## src/rtl/dbnc_pkg.sv

```systemverilog
// Shared types and helpers for the push-button / switch debouncer.
package dbnc_pkg;

  // Per-channel debounce state: two settled states, each with a pending-change state.
  typedef enum logic [1:0] {
    STABLE_LO = 2'd0,
    WAIT_HI   = 2'd1,
    STABLE_HI = 2'd2,
    WAIT_LO   = 2'd3
  } dbnc_state_t;

  // Bits needed to count 0..n-1. $clog2 gives 0 for n=1, so clamp to one bit
  // to keep every counter a legal vector.
  function automatic int cnt_width(input int n);
    int w;
    w = $clog2(n);
    return (w < 1) ? 1 : w;
  endfunction

endpackage

```

## src/rtl/dbnc_chan.sv

```systemverilog
// One debounce channel: a four-state FSM that accepts a level change only
// after the synchronised input has held its new value for STABLE_TICKS
// sample ticks. Outputs are registered: level, plus one-cycle rise/fall strobes.
module dbnc_chan
  import dbnc_pkg::*;
#(
  parameter int   STABLE_TICKS = 10,
  parameter logic RESET_LEVEL  = 1'b0
) (
  input  logic clk,
  input  logic rst,    // asynchronous, active-low
  input  logic tick,   // shared sample tick from the prescaler
  input  logic s2,     // synchronised input bit
  output logic level,
  output logic rise,
  output logic fall
);

  localparam int            CW       = cnt_width(STABLE_TICKS);
  localparam logic [CW-1:0] CNT_LAST = CW'(STABLE_TICKS - 1);
  localparam dbnc_state_t   ST_RESET = RESET_LEVEL ? STABLE_HI : STABLE_LO;

  dbnc_state_t   state_q, state_d;
  logic [CW-1:0] cnt_q, cnt_d;
  logic          level_q, level_d;
  logic          rise_q, rise_d;
  logic          fall_q, fall_d;

  // Next-state logic: a contrary input in WAIT always wins over tick, so a
  // glitch is discarded even on the cycle that would otherwise accept it.
  always_comb begin
    // NOTE: every output of this block gets a default first; a path that left
    // one unassigned would infer a latch instead of combinational logic.
    state_d = state_q;
    cnt_d   = cnt_q;
    level_d = level_q;
    rise_d  = 1'b0;
    fall_d  = 1'b0;
    unique case (state_q)
      STABLE_LO: begin
        if (s2) begin
          state_d = WAIT_HI;
          cnt_d   = '0;
        end
      end
      WAIT_HI: begin
        if (!s2) begin
          state_d = STABLE_LO;
        end else if (tick) begin
          if (cnt_q == CNT_LAST) begin
            state_d = STABLE_HI;
            level_d = 1'b1;
            rise_d  = 1'b1;
          end else begin
            cnt_d = cnt_q + 1'b1;
          end
        end
      end
      STABLE_HI: begin
        if (!s2) begin
          state_d = WAIT_LO;
          cnt_d   = '0;
        end
      end
      WAIT_LO: begin
        if (s2) begin
          state_d = STABLE_HI;
        end else if (tick) begin
          if (cnt_q == CNT_LAST) begin
            state_d = STABLE_LO;
            level_d = 1'b0;
            fall_d  = 1'b1;
          end else begin
            cnt_d = cnt_q + 1'b1;
          end
        end
      end
    endcase
  end

  // State, counter and output registers; reset lands in the settled state
  // matching RESET_LEVEL so neither reset nor its release makes a strobe.
  always_ff @(posedge clk or negedge rst) begin
    if (!rst) begin
      state_q <= ST_RESET;
      cnt_q   <= '0;
      level_q <= RESET_LEVEL;
      rise_q  <= 1'b0;
      fall_q  <= 1'b0;
    end else begin
      // NOTE: non-blocking assignments so every register samples the values
      // from before the edge, independent of statement order.
      state_q <= state_d;
      cnt_q   <= cnt_d;
      level_q <= level_d;
      rise_q  <= rise_d;
      fall_q  <= fall_d;
    end
  end

  assign level = level_q;
  assign rise  = rise_q;
  assign fall  = fall_q;

endmodule

```

## src/rtl/btn_debounce.sv

```systemverilog
// Input conditioner for N push-buttons / switches: 2-FF synchroniser,
// shared sample-tick prescaler and one debounce channel per input.
module btn_debounce
  import dbnc_pkg::*;
#(
  parameter int   N            = 8,
  parameter int   TICK_DIV     = 100000,
  parameter int   STABLE_TICKS = 10,
  parameter logic RESET_LEVEL  = 1'b0
) (
  input  logic         clk,
  input  logic         rst,     // asynchronous, active-low
  input  logic [N-1:0] btn_in,
  output logic [N-1:0] level,
  output logic [N-1:0] rise,
  output logic [N-1:0] fall
);

  localparam int            PW        = cnt_width(TICK_DIV);
  localparam logic [PW-1:0] PRESC_TOP = PW'(TICK_DIV - 1);

  logic [N-1:0]  s1_q, s2_q;
  logic [PW-1:0] presc_q, presc_d;
  logic          tick;

  // Two-stage synchroniser; both stages start at the reset level so the
  // channels see no change when reset is released.
  always_ff @(posedge clk or negedge rst) begin
    if (!rst) begin
      s1_q <= {N{RESET_LEVEL}};
      s2_q <= {N{RESET_LEVEL}};
    end else begin
      s1_q <= btn_in;
      s2_q <= s1_q;
    end
  end

  // Prescaler wraps 0..TICK_DIV-1; tick marks the last count. With
  // TICK_DIV=1 the counter sits at 0 and tick is high every cycle.
  assign tick = (presc_q == PRESC_TOP);

  // Next prescaler count.
  always_comb begin
    presc_d = tick ? '0 : presc_q + 1'b1;
  end

  // Prescaler register.
  always_ff @(posedge clk or negedge rst) begin
    if (!rst) presc_q <= '0;
    else      presc_q <= presc_d;
  end

  for (genvar i = 0; i < N; i++) begin : g_chan
    dbnc_chan #(
      .STABLE_TICKS (STABLE_TICKS),
      .RESET_LEVEL  (RESET_LEVEL)
    ) u_chan (
      .clk   (clk),
      .rst   (rst),
      .tick  (tick),
      .s2    (s2_q[i]),
      .level (level[i]),
      .rise  (rise[i]),
      .fall  (fall[i])
    );
  end

endmodule
```

## config.mk

```make
export PLATFORM = sky130hd
export DESIGN_NAME = btn_debounce
export DESIGN_NICKNAME = d
export VERILOG_FILES = /design/src/rtl/dbnc_pkg.sv /design/src/rtl/dbnc_chan.sv /design/src/rtl/btn_debounce.sv
export SDC_FILE = /design/constraint.sdc
export NUM_CORES = 1
export LEC_CHECK = 0
export ABC_AREA = 1
export CORE_MARGIN = 2
export CORE_UTILIZATION = 25
export CTS_CLUSTER_SIZE = 10
export DETAILED_ROUTE_END_ITERATION = 12
export GPL_ROUTABILITY_DRIVEN = 0
export HOLD_SLACK_MARGIN = 0.08
export PLACE_DENSITY = 0.42
export SYNTH_ARGS = -nofsm -noshare
export SYNTH_HDL_FRONTEND = slang
export SYNTH_SLANG_ARGS = --single-unit
```

## constraint.sdc

```tcl
create_clock -name clk -period 1.7 [get_ports clk]
set_input_delay 0.255 -clock clk [delete_from_list [all_inputs] [get_ports clk]]
set_output_delay 0.255 -clock clk [all_outputs]
set_load 0.05 [all_outputs]
```

==> impl_metrics.toml <==
[clocking]
insertion_delay_ns = 0.36
cts.path.max_buffers = 2
cts.clk_slew.worst_paths_ns = 0.08
cts_sinks = 105
root_buffer = "clkbuf_16"
h-tree-depth = 3
cts_tree = "done"
cts_made_buffers = 9

[global_routing]
first_global_vias = 3762
grt_pass1_wl_um = 17900
overflow = 0
grt_max_degree = 106
antenna_found_initial = 0
track_usage_pct = 10.16

[power]
power_density_nw_per_um2 = 764.5
switchingPower_mw = 1.154
switching_share_pct = 24.23
internal_power_mw = 3.608
p_leak_nw = 3.535
ir_drop_uv = 419.3
combPwrFrac_pct = 3.6
clkPwrFrac_pct = 42.5
p_seq_share_pct = 53.9

[drt]
remaining_drc_errors = 0
dr.pass1.iters = 4
drt_iter0_drc = 253
ant_nets = 0
viasPerCell = 4.117
drt_wl_total_um = 10190
wl_per_cell_um = 10.81
vias = 3882

[synth]
synth_top_family_by_area = "simple AND/OR/NAND/NOR gates"
ys_async_sr_fraction_pct = 100.0
synth_area_leaders = "dfrtp_1 (50%), nand2_1 (12%), inv_1 (8.3%)"
synth_adder_area_share_pct = 4.072
synth_top_cell_area_share_pct = 50.30
syn-num-nets = 657
synth.distinct_cells = 28
ys_seq_elements = 105
syn_inst = 630
synth_compound_area_share_pct = 2.922
syn_area_sq_um = 5224
synth-edff-count = 0
yosys.area_share.simple_pct = 26.20
muxShareOfSynthArea_pct = 0
synth_ff_type = "dfrtp_1"
synth.avg_cell_area_sq_um = 8.292
synthTopCellsByCount = "nand2_1 (167), inv_1 (115), dfrtp_1 (105), nand3_1 (49), nor2_1 (49)"
synth_xor_area_share_pct = 3.689
yosysSeqAreaShare_pct = 50.30
ys_warn_count = 0
yosysMostFrequentCell = "nand2_1"
yosysTopAreaCell = "dfrtp_1"

[placement]
placedCellCount = 917
portBuffers = 33
place_hpwl_um = 6778
place_area_sq_um = 5738

[outcome]
status = "completed"

[sta]
setup_viol = 0
period_needed_ns = 1.605
post-route-period-util_pct = 94.44
clock_skew_ns = 0.01277
drv_slew = 0
worst_pin_slew_ns = 0.6145
timing.fmax_mhz = 622.9
finalHoldViolations = 0
relSlewSlack_pct = 59.04

[layout]
drive_gt1_share_pct = 13.37
n_antenna_cell = 0
syn_to_final_growth_pct = 19.23
postLayoutCellArea_sq_um = 6228
fin_nets = 695
fin_cells = 943

[critical_path]
cp-endpoint = "g_chan[2].u_chan.level"
critPathKind = "flop to flop"
reg2reg_depth = 11
worstPathArrival_ns = 1.86
regToRegEndpoint = "g_chan[2].u_chan.level"
setup.worst_path.end_class = "flop"
crit_required_ns = 1.95
critPathMaxFanout = 9
start_kind = "flop"
timing.reg2reg.setup_slack_ns = 0.09
startpoint = "presc_q[1]"
reg2reg_from = "presc_q[1]"

[die]
ios = 34
fp-row-count = 52
die_area_sq_um = 22070
initial_core_util_pct = 25.65
core_sq_um = 20360
die-width_um = 148.6
die_y_um = 148.6

[min_path]
min_from = "btn_in[7]"
hold_class = "input port to flop"

[job]
max_cap_viol_count = 0
## worst min path at each step
stage | end | slack, ns | cells after the start
2_1_floorplan | async pin | -0.04 | 0
3_3_place_gp | s2_q[1] | 0.33 | 0
3_5_place_dp | s2_q[4] | 0.34 | 0
4_1_cts | s1_q[7] | 0.31 | 1
5_1_grt | s1_q[6] | 0.31 | 1
6_report | s1_q[7] | 0.33 | 1
## power groups by stage
stage | Sequential (mW) | Combinational (mW) | Clock, mW
floorplan | 2.61 | 0.0789 | 0
global placement | 2.61 | 0.173 | 0
finish | 2.56 | 0.173 | 2.02
CTS | 2.56 | 0.179 | 2.14
global route | 2.57 | 0.204 | 2.24
detailed placement | 2.61 | 0.176 | 0
## critical path, stage by stage (launching register included)
cell and delay, ns:
dfrtp_1 0.40, ha_4 0.17, nand3_4 0.09, inv_4 0.08, nand3_2 0.09, nor2_4 0.11, buf_12 0.14, buf_12 0.13
buf_4 0.11, nand4_1 0.07, nand2_1 0.07, inv_1 0.03
## placed cells by master, fill, tap and decap left out, types with 2 or more instances in the layout
master,instances
o21bai_1,2
inv_2,2
or2_2,2
o21ai_0,6
nand3_1,48
xnor2_1,4
xor2_1,18
a21boi_0,6
dfrtp_1,105
inv_1,115
inv_6,2
nor2_1,47
buf_12,4
nand2_2,11
nand3_4,2
nand4_1,25
nor2_2,4
clkdlybuf4s50_1,8
a21oi_1,3
nor3_1,7
buf_4,41
o21ai_1,7
clkbuf_16,9
nand2_1,159
clkinv_4,3
nand3b_1,4
ha_1,16
## layout make-up
| cell class | instances | area [sq um] |
|---|---|---|
| Sequential cell | 105 | 2628 |
| Inverter | 118 | 445.4 |
| Fill cell | 2108 | 14140 |
| Tap cell | 270 | 337.8 |
| Clock buffer | 9 | 225.2 |
| Timing Repair Buffer | 56 | 538.0 |
| Multi-Input combinational cell | 378 | 1994 |
| Clock inverter | 7 | 60.06 |
## logic make-up (layout without fill, tap and decap cells)
group | after synthesis | after routing
simple gates | 313 | 313
flops | 105 | 105
compound gates | 26 | 26
buf+inv | 147 | 190
xor+xnor | 22 | 22
fa+ha+maj | 17 | 17
## per-stage QoR
step                 TNS, ns  setup slack (ns)  power (mW)  hold slack [ns]  utilization (%)
finish                     0           0.09458       4.762           0.3251            30.58
global route        -0.02991          -0.01328       5.016           0.3109            30.58
detailed placement   -0.2935          -0.07697       2.790           0.3358            28.18
floorplan                  0            0.1814       2.684         -0.04059                -
CTS                        0          0.003622       4.880           0.3094            30.23
global placement     -0.2428          -0.06362       2.787           0.3339            28.18
## registers in the layout, indices dropped and copies added, names as in the netlist, named ones only
register and cells:
g_chan.u_chan.cnt_q 32, presc_q 17, g_chan.u_chan.fall 8, g_chan.u_chan.level 8
g_chan.u_chan.rise 8, g_chan.u_chan.state_q 8, s1_q 8, s2_q 8
## per-layer routing
layer  up-vias  routed length (um)  track usage, %
li1       1998                   -               -
met1      1833                4897           13.09
met2        39                4754           16.53
met3        12                 372           2.607
met4         0                 168           3.714
met5         -                   0               0
## what timing repair did
item	CTS	global route
endpoints found under the setup margin	7	55
gates cloned	2	0
hold endpoints to repair	105	0
hold buffers	1	0
setup buffers	4	3
gates resized for setup	6	13
pin swaps	1	5
Note: power is estimated with default switching activity, not from simulation.
